File: src/rtl/alu_rr_arbiter.sv
// Round-robin arbiter that time-shares one external combinational ALU among
// NUM_REQ valid/ready requesters and returns each result tagged with its owner.
module alu_rr_arbiter #(
  parameter int NUM_REQ = 4,
  parameter int ID_W    = 2
) (
  input  logic                  clk,
  input  logic                  rst,
  input  logic [NUM_REQ-1:0]    req_valid,
  output logic [NUM_REQ-1:0]    req_ready,
  input  logic [NUM_REQ*32-1:0] req_op1,
  input  logic [NUM_REQ*32-1:0] req_op2,
  input  logic [NUM_REQ*4-1:0]  req_sel,
  output logic [31:0]           alu_op1,
  output logic [31:0]           alu_op2,
  output logic [3:0]            alu_sel,
  input  logic [31:0]           alu_out,
  output logic                  rsp_valid,
  input  logic                  rsp_ready,
  output logic [31:0]           rsp_data,
  output logic [ID_W-1:0]       rsp_id,
  output logic                  busy
);

  typedef enum logic [1:0] {
    S_IDLE = 2'd0,
    S_EXEC = 2'd1,
    S_RESP = 2'd2
  } state_t;

  state_t            r_state;
  logic [ID_W-1:0]   r_rr_ptr;
  logic [ID_W-1:0]   r_cur_id;
  logic [31:0]       r_alu_op1;
  logic [31:0]       r_alu_op2;
  logic [3:0]        r_alu_sel;
  logic              r_rsp_valid;
  logic [31:0]       r_rsp_data;
  logic [ID_W-1:0]   r_rsp_id;
  logic              r_busy;

  logic [NUM_REQ-1:0] w_grant_vec;
  logic [ID_W-1:0]    w_grant_idx;
  logic [ID_W-1:0]    w_scan_idx;
  logic               w_grant_any;
  logic               w_take;

  // Both operands are below NUM_REQ, so one conditional subtract keeps ids in range
  // even when NUM_REQ is not a power of two.
  function automatic logic [ID_W-1:0] wrap_add(input logic [ID_W-1:0] base,
                                               input int unsigned off);
    int unsigned sum;
    sum = 32'(base) + off;
    if (sum >= $unsigned(NUM_REQ)) begin
      sum = sum - $unsigned(NUM_REQ);
    end
    return sum[ID_W-1:0];
  endfunction

  // Round-robin scan from r_rr_ptr; first valid requester wins.
  always_comb begin
    w_grant_idx = '0;
    w_grant_any = 1'b0;
    w_scan_idx  = '0;
    w_take      = 1'b0;
    for (int k = 0; k < NUM_REQ; k++) begin
      w_scan_idx  = wrap_add(r_rr_ptr, k);
      w_take      = ~w_grant_any & req_valid[w_scan_idx];
      w_grant_idx = w_take ? w_scan_idx : w_grant_idx;
      w_grant_any = w_grant_any | w_take;
    end
    w_grant_vec = w_grant_any ? ({{(NUM_REQ-1){1'b0}}, 1'b1} << w_grant_idx)
                              : {NUM_REQ{1'b0}};
  end

  // Grants are only offered from IDLE and never while reset is held.
  assign req_ready = ((r_state == S_IDLE) && !rst) ? w_grant_vec : {NUM_REQ{1'b0}};

  // Control FSM with registered ALU operands and response channel.
  always_ff @(posedge clk) begin
    if (rst) begin
      r_state     <= S_IDLE;
      r_rr_ptr    <= '0;
      r_cur_id    <= '0;
      r_alu_op1   <= 32'd0;
      r_alu_op2   <= 32'd0;
      r_alu_sel   <= 4'd0;
      r_rsp_valid <= 1'b0;
      r_rsp_data  <= 32'd0;
      r_rsp_id    <= '0;
      r_busy      <= 1'b0;
    end else begin
      case (r_state)
        S_IDLE: begin
          if (w_grant_any) begin
            r_alu_op1 <= req_op1[32*w_grant_idx +: 32];
            r_alu_op2 <= req_op2[32*w_grant_idx +: 32];
            r_alu_sel <= req_sel[4*w_grant_idx +: 4];
            r_cur_id  <= w_grant_idx;
            r_rr_ptr  <= wrap_add(w_grant_idx, 32'd1);
            r_state   <= S_EXEC;
            r_busy    <= 1'b1;
          end
        end
        S_EXEC: begin
          r_rsp_data  <= alu_out;
          r_rsp_id    <= r_cur_id;
          r_rsp_valid <= 1'b1;
          r_state     <= S_RESP;
        end
        S_RESP: begin
          // Returning to IDLE here means the next grant is at least one cycle later.
          if (rsp_ready) begin
            r_rsp_valid <= 1'b0;
            r_state     <= S_IDLE;
            r_busy      <= 1'b0;
          end
        end
        default: begin
          r_state     <= S_IDLE;
          r_rsp_valid <= 1'b0;
          r_busy      <= 1'b0;
        end
      endcase
    end
  end

  assign alu_op1   = r_alu_op1;
  assign alu_op2   = r_alu_op2;
  assign alu_sel   = r_alu_sel;
  assign rsp_valid = r_rsp_valid;
  assign rsp_data  = r_rsp_data;
  assign rsp_id    = r_rsp_id;
  assign busy      = r_busy;

endmodule

File: config.mk
export PLATFORM = sky130hd
export DESIGN_NAME = alu_rr_arbiter
export DESIGN_NICKNAME = d
export VERILOG_FILES = /design/src/rtl/alu_rr_arbiter.sv
export SDC_FILE = /design/constraint.sdc
export NUM_CORES = 1
export LEC_CHECK = 0
export BUFFER_PORTS_ARGS = -buffer_cell sky130_fd_sc_hd__buf_2
export CORE_ASPECT_RATIO = 0.7
export CORE_UTILIZATION = 23
export DETAILED_ROUTE_END_ITERATION = 7
export GPL_TIMING_DRIVEN = 0
export PLACE_DENSITY_LB_ADDON = 0.08
export SYNTH_ARGS = -nofsm -noshare
export SYNTH_HDL_FRONTEND = slang
export SYNTH_SLANG_ARGS = --single-unit
File: constraint.sdc
create_clock -name clk -period 4.2 [get_ports clk]
set_input_delay 1.05 -clock clk [delete_from_list [all_inputs] [get_ports clk]]
set_output_delay 1.05 -clock clk [all_outputs]
set_load 0.02 [all_outputs]
==> impl_metrics.csv <==
group,metric,value,unit
placed_design,hpwl,22600,um
floorplan,initial_core_util,23.5,%
synthesis,ys_types,42,
layout,multi_input_area,3410,sq um
sta,relSlewSlack,24.9,%
synthesis,yosysMostFrequentCell,"dfxtp_1",
sta,holdWs,0.453,ns
setup_path,reg2reg_from,"r_rr_ptr[1]$_SDFFE_PP0P_",
grt,grt_usage,20.1,%
layout,fill_cells,2848,
sta,rsz0062_at_grt,"no",
setup_path,critPathRequiredTime,3.15,ns
detailed_routing,dr.pass1.iters,5,
clocking,post-cts-setup-buffer-count,0,
hold_path,hp-class,"reg2reg",
synthesis,synth_compound_area_share,36.1,%
synthesis,syn-num-nets,1016,
detailed_routing,wl_per_cell,19.1,um
detailed_routing,vias,7253,
sta,hold_viol_final,0,
setup_path,crit_top_cell,"buf_2",
synthesis,ys_warn_count,0,
floorplan,die_h,138,um
sta,drv_slew,0,
synthesis,syn_area,6060,sq um
grt,grt_pass1_wl,41100,um
placed_design,port_buffers,415,
setup_path,slowest_stage,"o31ai_4",
detailed_routing,avgViaCountPerCell,4.93,
grt,grt_pass1_vias,6904,
sta,fin_skew,0.00983,ns
layout,drive_gt1_share,41.6,%
detailed_routing,drc,0,
synthesis,ys_seq_elements,110,
flow_run,maxCapViolations,0,
detailed_routing,ant_nets,0,
detailed_routing,drtIter0Drc,325,
grt,grt_max_degree,19,
clocking,root_buffer,"clkbuf_16",
setup_path,critPathCaptureType,"output pin",
setup_path,cp_num_buf_inv,4,
sta,tightest_slew,1.12,ns
clocking,clock-sinks,110,
layout,layout.nets,1442,
setup_path,crit_arrival,2.89,ns
floorplan,io_pins,419,
clocking,h-tree-depth,3,
synthesis,netlist.area_leader.share,36.3,%
grt,grt-ovfl-total,0,
setup_path,cp_top_family,"buffers and inverters",
synthesis,synth_edf_count,0,
setup_path,worstSetupPathType,"in2out",
synthesis,syn_inst,705,
sta,fin_crit_sh,93.9,%
synthesis,yosys.area_share.simple,9.42,%
power,p_per_area,423,nW/um^2
floorplan,die_w,196,um
synthesis,synthTopCellsByCount,"110 x dfxtp_1, 76 x nand2_1, 74 x o21ai_0",
clocking,tritoncts,"built",
clocking,clk_path_buf_depth,2,
power,p_leak,4.14,nW
detailed_routing,wl,28200,um
sta,timing.fmax,254,MHz
setup_path,cp-startpoint,"req_valid[3]",
sta,setup_viol,0,
power,peakVddDrop,170,uV
synthesis,synthAdderAreaFrac,0,%
placed_design,dpl_cell_area,8550,sq um
floorplan,core,25700,sq um
placed_design,gp_congestion,0.796,
synthesis,yosysSeqAreaShare,36.3,%
floorplan,rows,49,
synthesis,synth_flop_cell,"dfxtp_1",
hold_path,min-delay-start,"rsp_data[11]$_SDFFE_PP0P_",
power,total_power,3.75,mW
clocking,clk_pin_slew_worst_paths,0.08,ns
setup_path,cp-start-kind,"primary input",
synthesis,avgSynthCellArea,8.60,sq um
synthesis,synthTopCellsByArea,"dfxtp_1 36%, mux2i_1 11%, a221oi_1 8.7%",
layout,stdcell_area,8880,sq um
synthesis,synth_xor_area_share,0,%
clocking,clock_latency,0.36,ns
setup_path,critPathMaxStageDelay,0.67,ns
setup_path,path_cells,"buf_2 -> buf_2 -> o31ai_4 -> clkbuf_1 -> and2_1 -> buf_2",
clocking,numCtsBuffers,9,
setup_path,path_max_fanout,10,
layout,syn_to_final_growth,46.5,%
sta,layout_min_cycle_time,3.94,ns
sta,finalSetupTns,0,ns
synthesis,yosysTopAreaCell,"dfxtp_1",
grt,grt_antenna_before_repair,4,
layout,seqCellArea,2200,sq um
floorplan,die_area,27000,sq um
synthesis,async_reset_ff_share,0,%
outcome,status,"completed",
synthesis,synthMuxAreaShare,10.6,%
synthesis,synth_top_family_by_area,"compound AO/OA/AOI/OAI gates",
==> worst paths after layout <==
kind | endpoint | slack (ns) | cells after the start
min | rsp_data[11]$_SDFFE_PP0P_ | 0.45 | 2
max | req_ready[0] | 0.26 | 6
min reg2reg | rsp_data[11]$_SDFFE_PP0P_ | 0.45 | 2
max reg2reg | alu_op1[17]$_SDFFE_PP0P_ | 1.68 | 7
==> per-layer routing <==
| metal | part of all wire (%) | track usage, % | vias to the layer above |
|---|---|---|---|
| li1 | - | - | 3601 |
| met1 | 47 | 26.6 | 3378 |
| met2 | 46 | 33.4 | 256 |
| met3 | 6.0 | 4.63 | 18 |
| met4 | 1.1 | 4.17 | 0 |
| met5 | 0 | 0 | - |
==> where the power goes <==
| group | switching (mW) | leakage (nW) | total, mW | internal (mW) |
|---|---|---|---|---|
| Combinational | 0.925 | 3.08 | 1.51 | 0.589 |
| Sequential | 0.114 | 0.911 | 1.32 | 1.21 |
| Clock | 0.430 | 0.147 | 0.916 | 0.486 |
==> registers in the layout, indices dropped and copies added (netlist names) <==
name,count
alu_op2,32
alu_op1,32
rsp_valid,1
r_cur_id,2
busy,1
r_state,2
r_rr_ptr,2
rsp_data,32
rsp_id,2
alu_sel,4
==> worst min-delay path, cell delays in order (launching register included) <==
cell and delay (ns):
dfxtp_1 0.31, nand2_1 0.05, a21oi_1 0.05
==> cell type report <==
| cell class | instances | area share [%] |
|---|---|---|
| multi-input cells | 512 | 38.4 |
| flip-flops and latches | 110 | 24.8 |
| repair buffers | 415 | 23.4 |
| plain buffers | 80 | 5.03 |
| well taps | 331 | 4.66 |
| clock buffers | 11 | 2.73 |
| clock inverters | 5 | 0.719 |
| diodes | 5 | 0.141 |
| inverters | 3 | 0.127 |
==> logic make-up after synthesis <==
logic type      after synthesis
compound gates              327
simple gates                121
flops                       110
buf+inv                      83
mux                          64
==> per-stage QoR <==
stage / util (%) / cells / worst slack, ns
2_1_floorplan: - / 705 / 0.591
3_3_place_gp: 33.2 / 1451 / -0.133
3_5_place_dp: 33.2 / 1451 / -0.146
4_1_cts: 34.4 / 1467 / 0.165
5_1_grt: 34.5 / 1469 / 0.122
6_report: 34.5 / 1472 / 0.257
==> repair_timing <==
action	4_1_cts	5_1_grt
hold buffers	0	0
gates resized for setup	1	0
endpoints found under the setup margin	1	0
==> layout by cell type, fill, tap and decap left out, types with 3 or more instances in the layout <==
cell and n:
buf_12 6, o22ai_1 60, nor2_1 9, nor3_1 3
a21o_1 8, buf_2 439, diode_2 5, nand3_1 12
a21oi_1 44, nand2b_1 3, dfxtp_1 110, o211ai_1 60
and2_1 3, clkbuf_16 9, buf_4 3, a41oi_1 4
a31oi_1 4, o21ai_0 74, o31ai_1 4, nor2b_1 5
nand2_1 76, a221oi_1 60, clkbuf_1 47, mux2i_1 64
Power figures use the tool's default switching activity.
